`config.mk`:
```
export PLATFORM = sky130hd
export DESIGN_NAME = ngv_drive_seq
export DESIGN_NICKNAME = d
export VERILOG_FILES = /design/src/rtl/ngv_drive_seq.sv
export SDC_FILE = /design/constraint.sdc
export NUM_CORES = 1
export LEC_CHECK = 0
export BUFFER_PORTS_ARGS = -buffer_cell sky130_fd_sc_hd__buf_2
export CORE_AREA = 2 2 126 152
export DETAILED_ROUTE_END_ITERATION = 8
export DIE_AREA = 0 0 128 154
export PLACE_DENSITY = 0.72
export SETUP_SLACK_MARGIN = 0.05
export SLEW_MARGIN = 20
export SYNTH_ARGS = -nofsm -noshare
export SYNTH_HDL_FRONTEND = slang
export SYNTH_SLANG_ARGS = --single-unit
```
`constraint.sdc`:
```
create_clock -name clk -period 3.9 [get_ports clk]
set_clock_uncertainty 0.2 [all_clocks]
set_input_delay 0.39 -clock clk [delete_from_list [all_inputs] [get_ports clk]]
set_output_delay 0.39 -clock clk [all_outputs]
set_load 0.005 [all_outputs]
```
`src/rtl/ngv_drive_seq.sv`:
```
// ngv_drive_seq: two-phase non-overlapping drive sequencer with dead time,
// PLL-lock qualification, double-buffered configuration and sticky fault.
module ngv_drive_seq #(
  parameter int          CNT_W    = 32,
  parameter int unsigned HP_DEF   = 42000000,
  parameter int unsigned DEAD_DEF = 8,
  parameter int          LOCK_CYC = 16
) (
  input  logic             clk,
  input  logic             rst,
  input  logic             pll_lock,
  input  logic             en,
  input  logic             fault_in,
  input  logic             cfg_load,
  input  logic [CNT_W-1:0] cfg_hp,
  input  logic [7:0]       cfg_dead,
  output logic             cfg_ack,
  output logic             out1,
  output logic             out2,
  output logic             running,
  output logic             fault_flag
);

  localparam int               LCW       = $clog2(LOCK_CYC + 1);
  localparam logic [LCW-1:0]   LOCK_LAST = LCW'(LOCK_CYC - 1);
  localparam logic [CNT_W-1:0] HP_INIT   = CNT_W'(HP_DEF);
  localparam logic [7:0]       DEAD_INIT = 8'(DEAD_DEF);

  typedef enum logic [2:0] {
    IDLE, LOCKWAIT, DRV_A, DEAD_AB, DRV_B, DEAD_BA, STOP, FAULT
  } state_t;

  state_t           state, state_nxt;
  logic [CNT_W-1:0] hp_stg, hp_act;
  logic [7:0]       dead_stg, dead_act;
  logic [CNT_W-1:0] phase_cnt;
  logic [LCW-1:0]   lock_cnt;
  logic [CNT_W-1:0] dead_last, stop_last;
  logic             run_st, timed_st, a_entry;

  // Next-state decode; fault requests outrank every other transition
  always_comb begin
    state_nxt = state;
    dead_last = CNT_W'(dead_act) - 1'b1;
    stop_last = (dead_act == 8'd0) ? '0 : dead_last;
    run_st    = (state == DRV_A) || (state == DEAD_AB) ||
                (state == DRV_B) || (state == DEAD_BA);
    timed_st  = run_st || (state == STOP);
    if (fault_in && state != FAULT) begin
      state_nxt = FAULT;
    end else if (!pll_lock && timed_st) begin
      state_nxt = FAULT;
    end else if (run_st && !en) begin
      state_nxt = STOP;
    end else begin
      case (state)
        IDLE:     if (en) state_nxt = LOCKWAIT;
        LOCKWAIT: begin
          if (!en) state_nxt = IDLE;
          else if (pll_lock && lock_cnt == LOCK_LAST) state_nxt = DRV_A;
        end
        DRV_A:    if (phase_cnt == hp_act) state_nxt = (dead_act == 8'd0) ? DRV_B : DEAD_AB;
        DEAD_AB:  if (phase_cnt == dead_last) state_nxt = DRV_B;
        DRV_B:    if (phase_cnt == hp_act) state_nxt = (dead_act == 8'd0) ? DRV_A : DEAD_BA;
        DEAD_BA:  if (phase_cnt == dead_last) state_nxt = DRV_A;
        STOP:     if (phase_cnt == stop_last) state_nxt = IDLE;
        FAULT:    if (!en && !fault_in) state_nxt = IDLE;
        default:  state_nxt = IDLE;
      endcase
    end
    a_entry = (state_nxt == DRV_A) && (state != DRV_A);
  end

  // State register
  always_ff @(posedge clk or negedge rst) begin
    if (!rst) state <= IDLE;
    else      state <= state_nxt;
  end

  // Staging registers capture every load pulse and acknowledge it a cycle later
  always_ff @(posedge clk or negedge rst) begin
    if (!rst) begin
      hp_stg   <= HP_INIT;
      dead_stg <= DEAD_INIT;
      cfg_ack  <= 1'b0;
    end else begin
      cfg_ack <= cfg_load;
      if (cfg_load) begin
        hp_stg   <= cfg_hp;
        dead_stg <= cfg_dead;
      end
    end
  end

  // Active timing only follows staging while idle or at the start of a phase-A period
  always_ff @(posedge clk or negedge rst) begin
    if (!rst) begin
      hp_act   <= HP_INIT;
      dead_act <= DEAD_INIT;
    end else if (state == IDLE || a_entry) begin
      hp_act   <= hp_stg;
      dead_act <= dead_stg;
    end
  end

  // Lock qualifier and phase timer; both restart on any state change so they never wrap
  always_ff @(posedge clk or negedge rst) begin
    if (!rst) begin
      lock_cnt  <= '0;
      phase_cnt <= '0;
    end else begin
      if (state == LOCKWAIT && state_nxt == LOCKWAIT && pll_lock) lock_cnt <= lock_cnt + 1'b1;
      else                                                         lock_cnt <= '0;
      if (timed_st && state_nxt == state) phase_cnt <= phase_cnt + 1'b1;
      else                                phase_cnt <= '0;
    end
  end

  // Registered outputs decoded from the next state so they align with the state register
  always_ff @(posedge clk or negedge rst) begin
    if (!rst) begin
      out1       <= 1'b0;
      out2       <= 1'b0;
      running    <= 1'b0;
      fault_flag <= 1'b0;
    end else begin
      out1       <= (state_nxt == DRV_A);
      out2       <= (state_nxt == DRV_B);
      running    <= (state_nxt == DRV_A) || (state_nxt == DEAD_AB) ||
                    (state_nxt == DRV_B) || (state_nxt == DEAD_BA);
      fault_flag <= (state_nxt == FAULT);
    end
  end

endmodule
```
Yosys cells after proc, flatten, opt, wreduce, memory -nomap -nowiden
Index checks and enable logic that the tools add are counted.
{"block": "word_totals", "in_bits": 46, "ff_bits": 125, "elab_cells": 75, "out_inout_bits": 5}
{"block": "op_classes", "addsub": 3, "mux": 18, "eq_ne": 20, "reduce_logical": 22}
{"cell": "32-bit equality test", "count": 3}
{"cell": "32-bit 2-to-1 mux", "count": 2}
{"cell": "3-bit 2-to-1 mux", "count": 14}
{"cell": "32-bit by 1-bit adder with 32-bit output (second input constant)", "count": 1}
{"cell": "3-bit one-hot mux with 8 select lines", "count": 1}
{"cell": "3-bit equality test (second input constant)", "count": 7}
{"cell": "3-bit by 2-bit equality test with 1-bit output (second input constant)", "count": 4}
{"cell": "1-bit logical AND", "count": 9}
{"cell": "8-bit by 1-bit subtractor with 9-bit output (second input constant)", "count": 1}
{"cell": "8-bit zero test", "count": 1}
{"cell": "1-bit logical OR", "count": 8}
{"cell": "3-bit by 1-bit equality test with 1-bit output (second input constant)", "count": 2}
{"cell": "5-bit by 1-bit adder with 5-bit output (second input constant)", "count": 1}
{"cell": "5-bit by 4-bit equality test with 1-bit output (second input constant)", "count": 1}
{"cell": "5-bit 2-to-1 mux", "count": 1}
{"cell": "3-bit equality test", "count": 1}
{"cell": "1-bit zero test", "count": 3}
{"cell": "3-bit zero test", "count": 1}
{"cell": "3-bit by 2-bit inequality test with 1-bit output (second input constant)", "count": 1}
{"cell": "3-bit inequality test (second input constant)", "count": 1}

Depth between registers and ports, before layout
Gate-level depths: netlist of the first run.
{"block": "depth", "ltp_word": 12, "mapped_depth": 14, "depth_no_buf": 11}

Worst setup path after synthesis of the first run
OpenSTA, ideal clock, no wires.
{"block": "synth_timing", "path_type": "register to register", "start": "register dead_act[2]", "end": "register phase_cnt[0]", "n_path_buf": 4, "setup_slack_ns": 0.401, "t_arrival_ns": 3.221, "period_less_slack_ns": 3.499, "path_stages_with_launch": 13, "setup_time_ns": 0.078, "cell_sequence": "dfrtp_1 -> buf_4 -> or4_4 -> or3_1 -> and3_4 -> nor3b_2 -> a31oi_1 -> or3_1 -> buf_2 -> or4_1 -> buf_2 -> buf_4 -> a21oi_1"}
{"block": "synth_between", "elab_chain_len": 11, "elab_cells_between_ends": 19}
{"element": "from (decl)", "line_no": "35", "rtl": "logic [7:0] dead_stg, dead_act;"}
{"element": "from (signal assigned)", "line_no": "102", "rtl": "dead_act <= dead_stg;"}
{"element": "8-bit by 1-bit subtractor with 9-bit output / 8-bit zero test (equally long branches)"}
{"element": "32-bit 2-to-1 mux", "line_no": "45", "rtl": "stop_last = (dead_act == 8'd0) ? '0 : dead_last;"}
{"element": "32-bit equality test", "line_no": "66", "rtl": "STOP: if (phase_cnt == stop_last) state_nxt = IDLE;"}
{"element": "3-bit 2-to-1 mux", "line_no": "66"}
{"element": "3-bit one-hot mux with 8 select lines *", "line_no": "56", "rtl": "case (state)"}
{"element": "3-bit 2-to-1 mux *", "line_no": "53", "rtl": "end else if (run_st && !en) begin"}
{"element": "3-bit 2-to-1 mux *", "line_no": "51", "rtl": "end else if (!pll_lock && timed_st) begin"}
{"element": "3-bit 2-to-1 mux *", "line_no": "49", "rtl": "if (fault_in && state != FAULT) begin"}
{"element": "3-bit equality test *", "line_no": "114", "rtl": "if (timed_st && state_nxt == state) phase_cnt <= phase_cnt + 1'b1;"}
{"element": "1-bit logical AND *", "line_no": "114"}
{"element": "32-bit 2-to-1 mux *", "line_no": "114"}
{"element": "to (signal assigned)", "line_no": "114"}
{"element": "to (decl)", "line_no": "36", "rtl": "logic [CNT_W-1:0] phase_cnt;"}
Every way passes the cells marked *; elsewhere a longest branch is shown, timed or not.
A chain may end at the register's enable or synchronous reset.

Final worst setup path of the first run
{"block": "layout_timing", "start": "register dead_act[0]", "end": "register phase_cnt[5]"}
The elaborated chain is that of the path after synthesis.

==> impl_metrics.tcl, run 1 <==
set metrics [dict create \
    coreArea_um2 18100 \
    synth_compound_area_share_pct 19.0 \
    cts_sinks 125 \
    crit_arrival_ps 3710 \
    timing.max_cap.violations 0 \
    power.leakage_nw 3.92 \
    gp_congestion 0.912 \
    dr.pass1.iters 5 \
    synth_area_um2 8050 \
    yosysTopAreaCell "dfrtp_1" \
    clkSlewWorstSetupHoldPaths_ps 60 \
    rsz0062_at_grt "false" \
    wl_per_cell_um 18.5 \
    async_flop_share_pct 100 \
    die_h_um 154 \
    cts_made_buffers 17 \
    synth.distinct_cells 60 \
    die_area_um2 19700 \
    final_common_cell "nand2_1" \
    drive_gt1_share_pct 18.3 \
    ios 51 \
    ys_seq_elements 125 \
    dr_total_vias 7251 \
    mostFrequentLayoutCells "nand2_1 (142), dfrtp_1 (104), a21oi_1 (78)" \
    tns_ps 0 \
    grt_pass1_vias 6956 \
    start_util_pct 44.5 \
    synth-xor-area-share_pct 8.02 \
    core.rowCount 54 \
    syn_avg_cell_area_um2 8.75 \
    syn2layout_area_growth_pct 15.3 \
    grt_usage_pct 22.6 \
    worst_slew_pin_slew_ps 905 \
    grt_pass1_wl_um 35900 \
    io_buffers 50 \
    ant_nets 0 \
    synth_edf_count 0 \
    post-route-util_pct 51.3 \
    clock_path_buffers 2 \
    wl_um 21800 \
    synthFlopType "dfrtp_1" \
    grt_max_degree 69 \
    p_per_area_nw_per_um2 605 \
    hold_viol 0 \
    fin_crit_sh_pct 93.3 \
    seq_area_frac_synth_pct 39.2 \
    hp-class "input pin to register" \
    root_buffer "clkbuf_16" \
    synthAdderAreaFrac_pct 0.777 \
    ys_warn_count 0 \
    htree_levels 4 \
    grt-ovfl-total 0 \
    worst-path-max-fanout 32 \
    setup_violations 0 \
    synth.area.top_cells "dfrtp_1 (33%), nand2_1 (6.6%), dfstp_2 (6.5%), xor2_1 (5.9%), mux2_2 (5.6%)" \
    nets 989 \
    clock.fmax_ghz 0.275 \
    outcome "finished, final reports clean" \
    worstSetupStartpointType "register" \
    drt-initial-drc-count 721 \
    muxShareOfSynthArea_pct 5.84 \
    antenna_found_initial 0 \
    min_period_ps 3640 \
    dp_hpwl_um 13200 \
    required_ps 3970 \
    fillers 1684 \
    synthCells 920 \
    clock_latency_ps 420 \
    synth_top_family_by_area "simple AND/OR/NAND/NOR gates" \
    yosys.area_share.simple_pct 22.0 \
    routed_via_density 6.17 \
    die_w_um 128 \
    synth_nets 971 \
    drv_slew 0 \
    maxSlewHeadroom_pct 39.7 \
    irDropWorstVdd_uv 326 \
    cts_tree "built" \
    path_class "register to register" \
    diodes 0 \
    drc 0 \
    end_kind "register" \
    yosysTopAreaCellShare_pct 32.6 \
]
[final cells by class]
| class | instances | area, um2 | share of cell area [%] |
|---|---|---|---|
| Sequential cell | 125 | 3150 | 34.0 |
| Clock inverter | 8 | 118 | 1.27 |
| Inverter | 6 | 22.5 | 0.243 |
| Clock buffer | 24 | 452 | 4.86 |
| Timing Repair Buffer | 96 | 711 | 7.65 |
| Tap cell | 224 | 280 | 3.02 |
| Multi-Input combinational cell | 692 | 4550 | 49.0 |
[worst paths after layout]
kind	slack [ps]	depth (start not counted)	to	from
max reg2reg	260	11	phase_cnt[5]$_DFF_PN0_	dead_act[0]$_DFFE_PN0P_
min reg2reg	280	1	lock_cnt[0]$_DFF_PN0_	lock_cnt[0]$_DFF_PN0_
min in group asynchronous	440	2	hp_stg[1]$_DFFE_PN0P_	rst
max	260	11	phase_cnt[5]$_DFF_PN0_	dead_act[0]$_DFFE_PN0P_
min	7	2	hp_stg[20]$_DFFE_PN0P_	cfg_hp[20]
max in group asynchronous	2190	3	hp_stg[25]$_DFFE_PN1P_	rst
[metal layers]
metal	up-vias	global-route usage, %	wire (um)
li1	3415	-	-
met1	3488	30.5	9450
met2	318	36.4	10500
met3	30	3.65	1450
met4	0	8.79	396
met5	-	0	0
[power breakdown]
group / switching, mW / internal (mW)
sequential: 0.349 / 1.57
combinational: 1.32 / 0.816
clock: 0.560 / 1.00
[critical path: stages (launching register included)]
cell     delay, ps
dfrtp_1        460
inv_1          140
ha_1           230
nor3b_4        300
xnor2_1        180
o22ai_1        140
or3_1          390
o311a_1        420
nor4b_4        380
or4_1          160
buf_4          320
a21oi_1        140
[stage by stage]
| stage | instance area [um2] | total power [mW] | instances | setup slack [ps] | hold slack [ps] |
|---|---|---|---|---|---|
| finish | 9290 | 5.62 | 1175 | 263 | 7.30 |
| global route | 9290 | 5.96 | 1175 | 72.0 | 1.53 |
| CTS | 9230 | 5.60 | 1173 | 239 | 0.138 |
| detailed placement | 8440 | 4.02 | 1119 | 282 | 271 |
| global placement | 8440 | 3.97 | 1119 | 376 | 267 |
| floorplan | 8050 | 3.42 | 920 | 401 | -106 |
[cell families (layout without fill, tap and decap cells)]
kind of cell	count (synthesis)	after routing
AOI/OAI and AO/OA	230	230
xor gates and xnor gates	72	72
adders and majority gates	5	5
buffers and inverters	103	134
DFF	125	125
muxes	42	42
and+or+nand+nor	343	343
[state kept, by name, summed over array words and instances, names as in the netlist]
register / flops
out1: 1
out2: 1
fault_flag: 1
cfg_ack: 1
state: 3
hp_stg: 32
dead_act: 8
running: 1
hp_act: 32
lock_cnt: 5
phase_cnt: 32
dead_stg: 8
[synthesized netlist by cell type, types with 14 or more instances]
library cell  number
nand2_1          142
dfrtp_1          105
clkbuf_1          82
a21oi_1           80
nor4_1            57
xor2_1            54
a31oi_1           43
nand2b_1          43
mux2_2            40
o2111ai_1         40
o211ai_1          39
nor2_1            22
dfstp_2           20
xnor2_1           17
nand3_1           16
nor3_1            14
[repair_timing]
| action | CTS | global route |
|---|---|---|
| endpoints found under the setup margin | 0 | 23 |
| buffers inserted | 0 | 0 |
| gates resized for setup | 0 | 4 |
| hold buffers | 22 | 1 |
| endpoints found under the hold margin | 72 | 1 |
Note: power is estimated with default switching activity, not from simulation.
==> inputs of run 2 (changes only) <==
ABC_AREA = 1   (was unset)
CORE_AREA = 2 2 117 141   (was 2 2 126 152)
DIE_AREA = 0 0 119 143   (was 0 0 128 154)
PLACE_DENSITY = 0.73   (was 0.72)
==> run 2 against run 1 <==
Register-to-register slack improved by 420 ps; sequential power decreased by 5%; critical path type unchanged; critical path depth increased by 8.
==> impl_metrics.tcl, run 2 <==
set metrics [dict create \
    antenna_found_initial 0 \
    grt_max_degree 68 \
    path_class "register to register" \
    grt_pass1_vias 5285 \
    fin_area_um2 8300 \
    drv_slew 0 \
    post-route-util_pct 53.3 \
    synth_commonest_cells "nand2_1 (227), dfrtp_1 (105), nand3_1 (80), nor2_1 (65), inv_1 (60)" \
    setup_violations 0 \
    synth.distinct_cells 40 \
    met3_usage_pct 4.87 \
    outcome "finished, final reports clean" \
    ys_seq_elements 125 \
    mostFrequentLayoutCells "nand2_1 (227), dfrtp_1 (105), nand3_1 (80)" \
    p_per_area_nw_per_um2 644 \
    routed_via_density 4.76 \
    dpl_worst_slack_ps 660 \
    min_period_ps 3210 \
    syn2layout_area_growth_pct 19.7 \
    crit_chain "inv_2, ha_1, nand2_1, inv_1, nor2_1, nand2_1, nor2_1, nand3_2, nor3_4, nand2_2, nand2_1, nand3_2, nor2_2, nand3_1, nand2_2, nor2_4, nand2_4, buf_12, nor2_4" \
    cp_top_family "simple AND/OR/NAND/NOR gates" \
    finalWorstSetupSlack_ps 688 \
    clkSlewWorstSetupHoldPaths_ps 60 \
    ant_nets 0 \
    synth_area_um2 6930 \
    final_common_cell "nand2_1" \
    die_w_um 119 \
    clock_path_buffers 2 \
    irDropWorstVdd_uv 318 \
    diodes 0 \
    fin_crit_sh_pct 82.4 \
    async_flop_share_pct 100 \
    worst_hold_slack_ps 9.73 \
    reg_top3 "hp_act: 32 flops, hp_stg: 32 flops, phase_cnt: 32 flops" \
    power.leakage_nw 3.75 \
    tns_ps 0 \
    drt-initial-drc-count 265 \
    synthCells 794 \
    coreArea_um2 15600 \
    hold_viol 0 \
    synth_nets 845 \
    synth_edf_count 0 \
    cts-resized-gates 0 \
    htree_levels 4 \
    hp-class "input pin to register" \
    dp_cells 1038 \
    synthFlopType "dfrtp_1" \
    syn_avg_cell_area_um2 8.73 \
    rsz0062_at_grt "false" \
    crit_top_cell "nand2_1" \
    maxSlewHeadroom_pct 35.8 \
    timing.max_cap.violations 0 \
    core.rowCount 50 \
    clock.fmax_ghz 0.311 \
    grt-ovfl-total 0 \
    yosysTopAreaCellShare_pct 37.9 \
    crit_arrival_ps 3330 \
    required_ps 4010 \
    critical-path-max-stage-delay_ps 410 \
    cts_setup_buffers 0 \
    dpl_cell_area_um2 7370 \
    cts_sinks 125 \
    ios 51 \
    drive_gt1_share_pct 26.3 \
    finalPower_mw 5.34 \
    die_area_um2 17000 \
    clock_latency_ps 430 \
    end_kind "register" \
    synth_most_common_cell "nand2_1" \
    cts_tree "built" \
    gp_congestion 0.910 \
    grt_pass1_wl_um 24800 \
    drc 0 \
    seq_area_frac_synth_pct 45.5 \
    finalNonFillerCells 1103 \
    worst_slew_pin_slew_ps 963 \
    dp_hpwl_um 10100 \
    grt_usage_pct 18.4 \
    ctsHoldBuffers 33 \
    cts_made_buffers 17 \
    root_buffer "clkbuf_16" \
    dr.pass1.iters 5 \
    use_met2_pct 31.3 \
    die_h_um 143 \
    wl_um 14300 \
    worst-path-max-fanout 18 \
    nets 933 \
    wl_per_cell_um 12.9 \
    worstSetupStartpointType "register" \
    yosysTopAreaCell "dfrtp_1" \
    grt_busiest_layer "met2" \
    path_buf_inv 3 \
    io_buffers 50 \
    cp_slowest_cell "dfrtp_1" \
    ys_warn_count 0 \
    dr_total_vias 5254 \
    grt_use_met1_pct 22.6 \
    start_util_pct 44.5 \
    synth.area.top_cells "dfrtp_1 (38%), nand2_1 (12%), dfstp_2 (7.6%), mux2_2 (6.5%), nand3_1 (5.8%)" \
]
[run 2: cell count changes after synthesis, moves of 39 or more]
| cell | change |
|---|---|
| a31oi_1 | -43 |
| nand2_1 | +85 |
| nor4_1 | -55 |
| o2111ai_1 | -40 |
| nor2_1 | +43 |
| clkbuf_1 | -78 |
| inv_1 | +54 |
| o211ai_1 | -39 |
| nand3_1 | +64 |
| nand2b_1 | -43 |
| a21oi_1 | -79 |
[run 2: worst reg2reg max path, delay by kind of cell, from the launching register on]
family | cells | cell delay, ps
and+or+nand+nor | 15 | 1740
buffers and inverters | 3 | 430
DFF | 1 | 410
adders and majority gates | 1 | 320
[run 2: per-layer routing]
metal  up-vias  wire length (um)
met4         0               232
met3        18               444
li1       2689                 -
met2        71              7070
met1      2476              6510
met5         -                 0
[run 2: worst paths after layout]
kind                                    startpoint                 endpoint  slack, ps  depth (start not counted)
min                                     cfg_hp[29]   hp_stg[29]$_DFFE_PN0P_         10                          2
max                        dead_act[0]$_DFFE_PN0P_  phase_cnt[19]$_DFF_PN0_        690                         19
min reg2reg                 hp_stg[10]$_DFFE_PN1P_   hp_act[10]$_DFFE_PN1P_        260                          2
max in group asynchronous                      rst   hp_act[25]$_DFFE_PN1P_       2290                          3
min in group asynchronous                      rst   hp_stg[24]$_DFFE_PN0P_        360                          2
max reg2reg                dead_act[0]$_DFFE_PN0P_  phase_cnt[19]$_DFF_PN0_        690                         19
[run 2: logic make-up (layout without fill, tap and decap cells)]
family                   count (synthesis)  in the layout  share of synthesized area [%]
flip-flops                             125            125                           45.5
adder cells (fa/ha/maj)                  5              5                          0.902
XOR/XNOR                                46             46                           5.81
AND/OR/NAND/NOR                        463            463                           33.3
buffers and inverters                   94            195                           6.32
multiplexers                            40             40                           6.50
AO/OA/AOI/OAI                           21             21                           1.73
[run 2: power by group]
group / internal, mW / switching (mW) / total [mW]
combinational: 0.703 / 1.24 / 1.94
clock: 0.975 / 0.599 / 1.57
sequential: 1.60 / 0.225 / 1.82
total: 3.28 / 2.06 / 5.34
[run 2: area by class of cell]
cell class	count	area, um2
fillers	1407	7280
multi-input cells	575	3340
flip-flops and latches	125	3150
repair buffers	89	666
clock buffers	22	497
inverters	74	278
well taps	208	260
clock inverters	10	100
==> inputs of run 3 (changes only) <==
ABC_AREA = 0   (was 1)
CORE_AREA = 2 2 126 152   (was 2 2 117 141)
DIE_AREA = 0 0 128 154   (was 0 0 119 143)
PLACE_DENSITY = 0.72   (was 0.73)
clock period = 3.1 ns   (was 3.9 ns; I/O delays follow)
==> run 3 against run 2 <==
The flow now finishes with violations (setup timing); setup slack got worse by 1100 ps; power rose by 51%; clock-buffer cell count fell by 2.
==> impl_metrics.tcl, run 3 (same netlist as run 1, synthesis figures left out) <==
set metrics [dict create \
    setup_violations 83 \
    swShare_pct 40.0 \
    post-route-util_pct 59.0 \
    finalWorstSetupSlack_ps -437 \
    crit_chain "or4_4, buf_6, o21ai_2, a21oi_2, or3_4, o311a_4, nor4b_4, buf_6, o211a_4, clkbuf_16, o311ai_2" \
    grt_usage_pct 24.1 \
    die_h_um 154 \
    dp_hpwl_um 14300 \
    cp_top_family "simple AND/OR/NAND/NOR gates" \
    net-switching-power_mw 3.22 \
    reg_top3 "hp_act: 32 flops, hp_stg: 32 flops, phase_cnt: 32 flops" \
    seq_area_um2 3150 \
    clkSlewWorstSetupHoldPaths_ps 60 \
    hp-class "input pin to register" \
    dpl_worst_slack_ps -314 \
    power.leakage_nw 4.56 \
    clockPowerShare_pct 25.8 \
    hold_viol 0 \
    clock_latency_ps 430 \
    root_buffer "clkbuf_16" \
    drv_slew 0 \
    grt-ovfl-total 0 \
    violations "setup timing" \
    die_w_um 128 \
    crit_top_cell "buf_6" \
    finalNonFillerCells 1272 \
    timing.max_cap.violations 0 \
    clock_path_buffers 2 \
    worst-path-max-fanout 8 \
    worst_slew_pin_slew_ps 908 \
    path_buf_inv 3 \
    p_per_area_nw_per_um2 753 \
    cts_sinks 125 \
    drt-initial-drc-count 564 \
    wl_per_cell_um 19.3 \
    ant_nets 0 \
    wl_um 24500 \
    dr_total_vias 7810 \
    grt_pass1_vias 7574 \
    cts_tree "built" \
    critical-path-max-stage-delay_ps 540 \
    nets 1086 \
    fin_crit_sh_pct 114 \
    p_comb_share_pct 45.1 \
    drive_gt1_share_pct 30.4 \
    clock.fmax_ghz 0.283 \
    core.rowCount 54 \
    fillers 1473 \
    p_int_mw 4.83 \
    outcome "finished with violations" \
    ios 51 \
    coreArea_um2 18100 \
    power.share.sequential_pct 29.1 \
    start_util_pct 44.5 \
    min_period_ps 3540 \
    htree_levels 4 \
    final_common_cell "nand2_1" \
    irDropWorstVdd_uv 499 \
    dr.pass1.iters 7 \
    diodes 0 \
    multi_input_area_um2 4870 \
    routed_via_density 6.14 \
    fin_area_um2 10700 \
    io_buffers 50 \
    maxSlewHeadroom_pct 39.5 \
    drc 0 \
    cp_slowest_cell "or4_4" \
    end_kind "register" \
    gp_congestion 0.940 \
    syn2layout_area_growth_pct 32.7 \
    grt_max_degree 73 \
    cts_made_buffers 17 \
    dp_cells 1183 \
    mostFrequentLayoutCells "nand2_1 (142), dfrtp_1 (104), buf_4 (73)" \
    crit_arrival_ps 3620 \
    rsz0062_at_grt "true" \
    die_area_um2 19700 \
    dpl_cell_area_um2 9120 \
    worstSetupStartpointType "register" \
    path_class "register to register" \
    antenna_found_initial 0 \
    required_ps 3180 \
    grt_pass1_wl_um 38400 \
]
-- run 3: final timing paths --
kind	start	endpoint	slack, ps	cells after the start
worst max-delay path	dead_act[2]$_DFFE_PN0P_	dead_act[1]$_DFFE_PN0P_	-440	11
worst min-delay path	pll_lock	lock_cnt[4]$_DFF_PN0_	60	3
worst max register to register	dead_act[2]$_DFFE_PN0P_	dead_act[1]$_DFFE_PN0P_	-440	11
worst min register to register	lock_cnt[0]$_DFF_PN0_	lock_cnt[0]$_DFF_PN0_	310	1
max in group asynchronous	rst	state[1]$_DFF_PN0_	1660	3
min in group asynchronous	rst	dead_stg[5]$_DFFE_PN0P_	260	2
-- run 3: final cells by class --
cell class | count | area share, %
sequential | 125 | 29.5
clock buffer | 20 | 4.18
inverter | 6 | 0.211
multi-input combinational | 692 | 45.6
tap | 224 | 2.62
timing repair buffer | 193 | 16.4
clock inverter | 12 | 1.49
-- run 3: stage by stage --
stage	hold WS (ps)	setup TNS (ps)	power [mW]
2_1_floorplan	-186	-22620	4.42
3_3_place_gp	169	-18610	5.32
3_5_place_dp	172	-20680	5.39
4_1_cts	96.8	-19950	7.59
5_1_grt	80.3	-38440	8.43
6_report	60.0	-28310	8.05
-- run 3: routing by layer --
metal | global-route usage [%] | vias to the layer above | routed length [um]
met5 | 0 | - | 0
met1 | 32.5 | 3751 | 10200
met3 | 4.24 | 56 | 1770
met4 | 9.47 | 0 | 716
li1 | - | 3636 | -
met2 | 38.5 | 367 | 11900
-- run 3: worst min-delay path: cells and delay by family --
family / cells / cell delay (ps)
buffers and inverters: 1 / 130
and+or+nand+nor: 2 / 200
-- run 3: power by group through the flow --
stage	Sequential (mW)	Combinational, mW	Clock, mW
5_1_grt	2.38	3.88	2.17
2_1_floorplan	2.22	2.19	0
6_report	2.34	3.63	2.07
3_3_place_gp	2.34	2.98	0
3_5_place_dp	2.35	3.03	0
4_1_cts	2.33	3.17	2.09
-- run 3: what timing repair did --
action | in CTS | in global routing
buffers inserted | 1 | 5
hold endpoints to repair | 80 | 0
pin swaps | 6 | 53
hold buffers | 41 | 0
endpoints found under the setup margin | 83 | 84
gates resized for setup | 27 | 35
cloned | 2 | 8
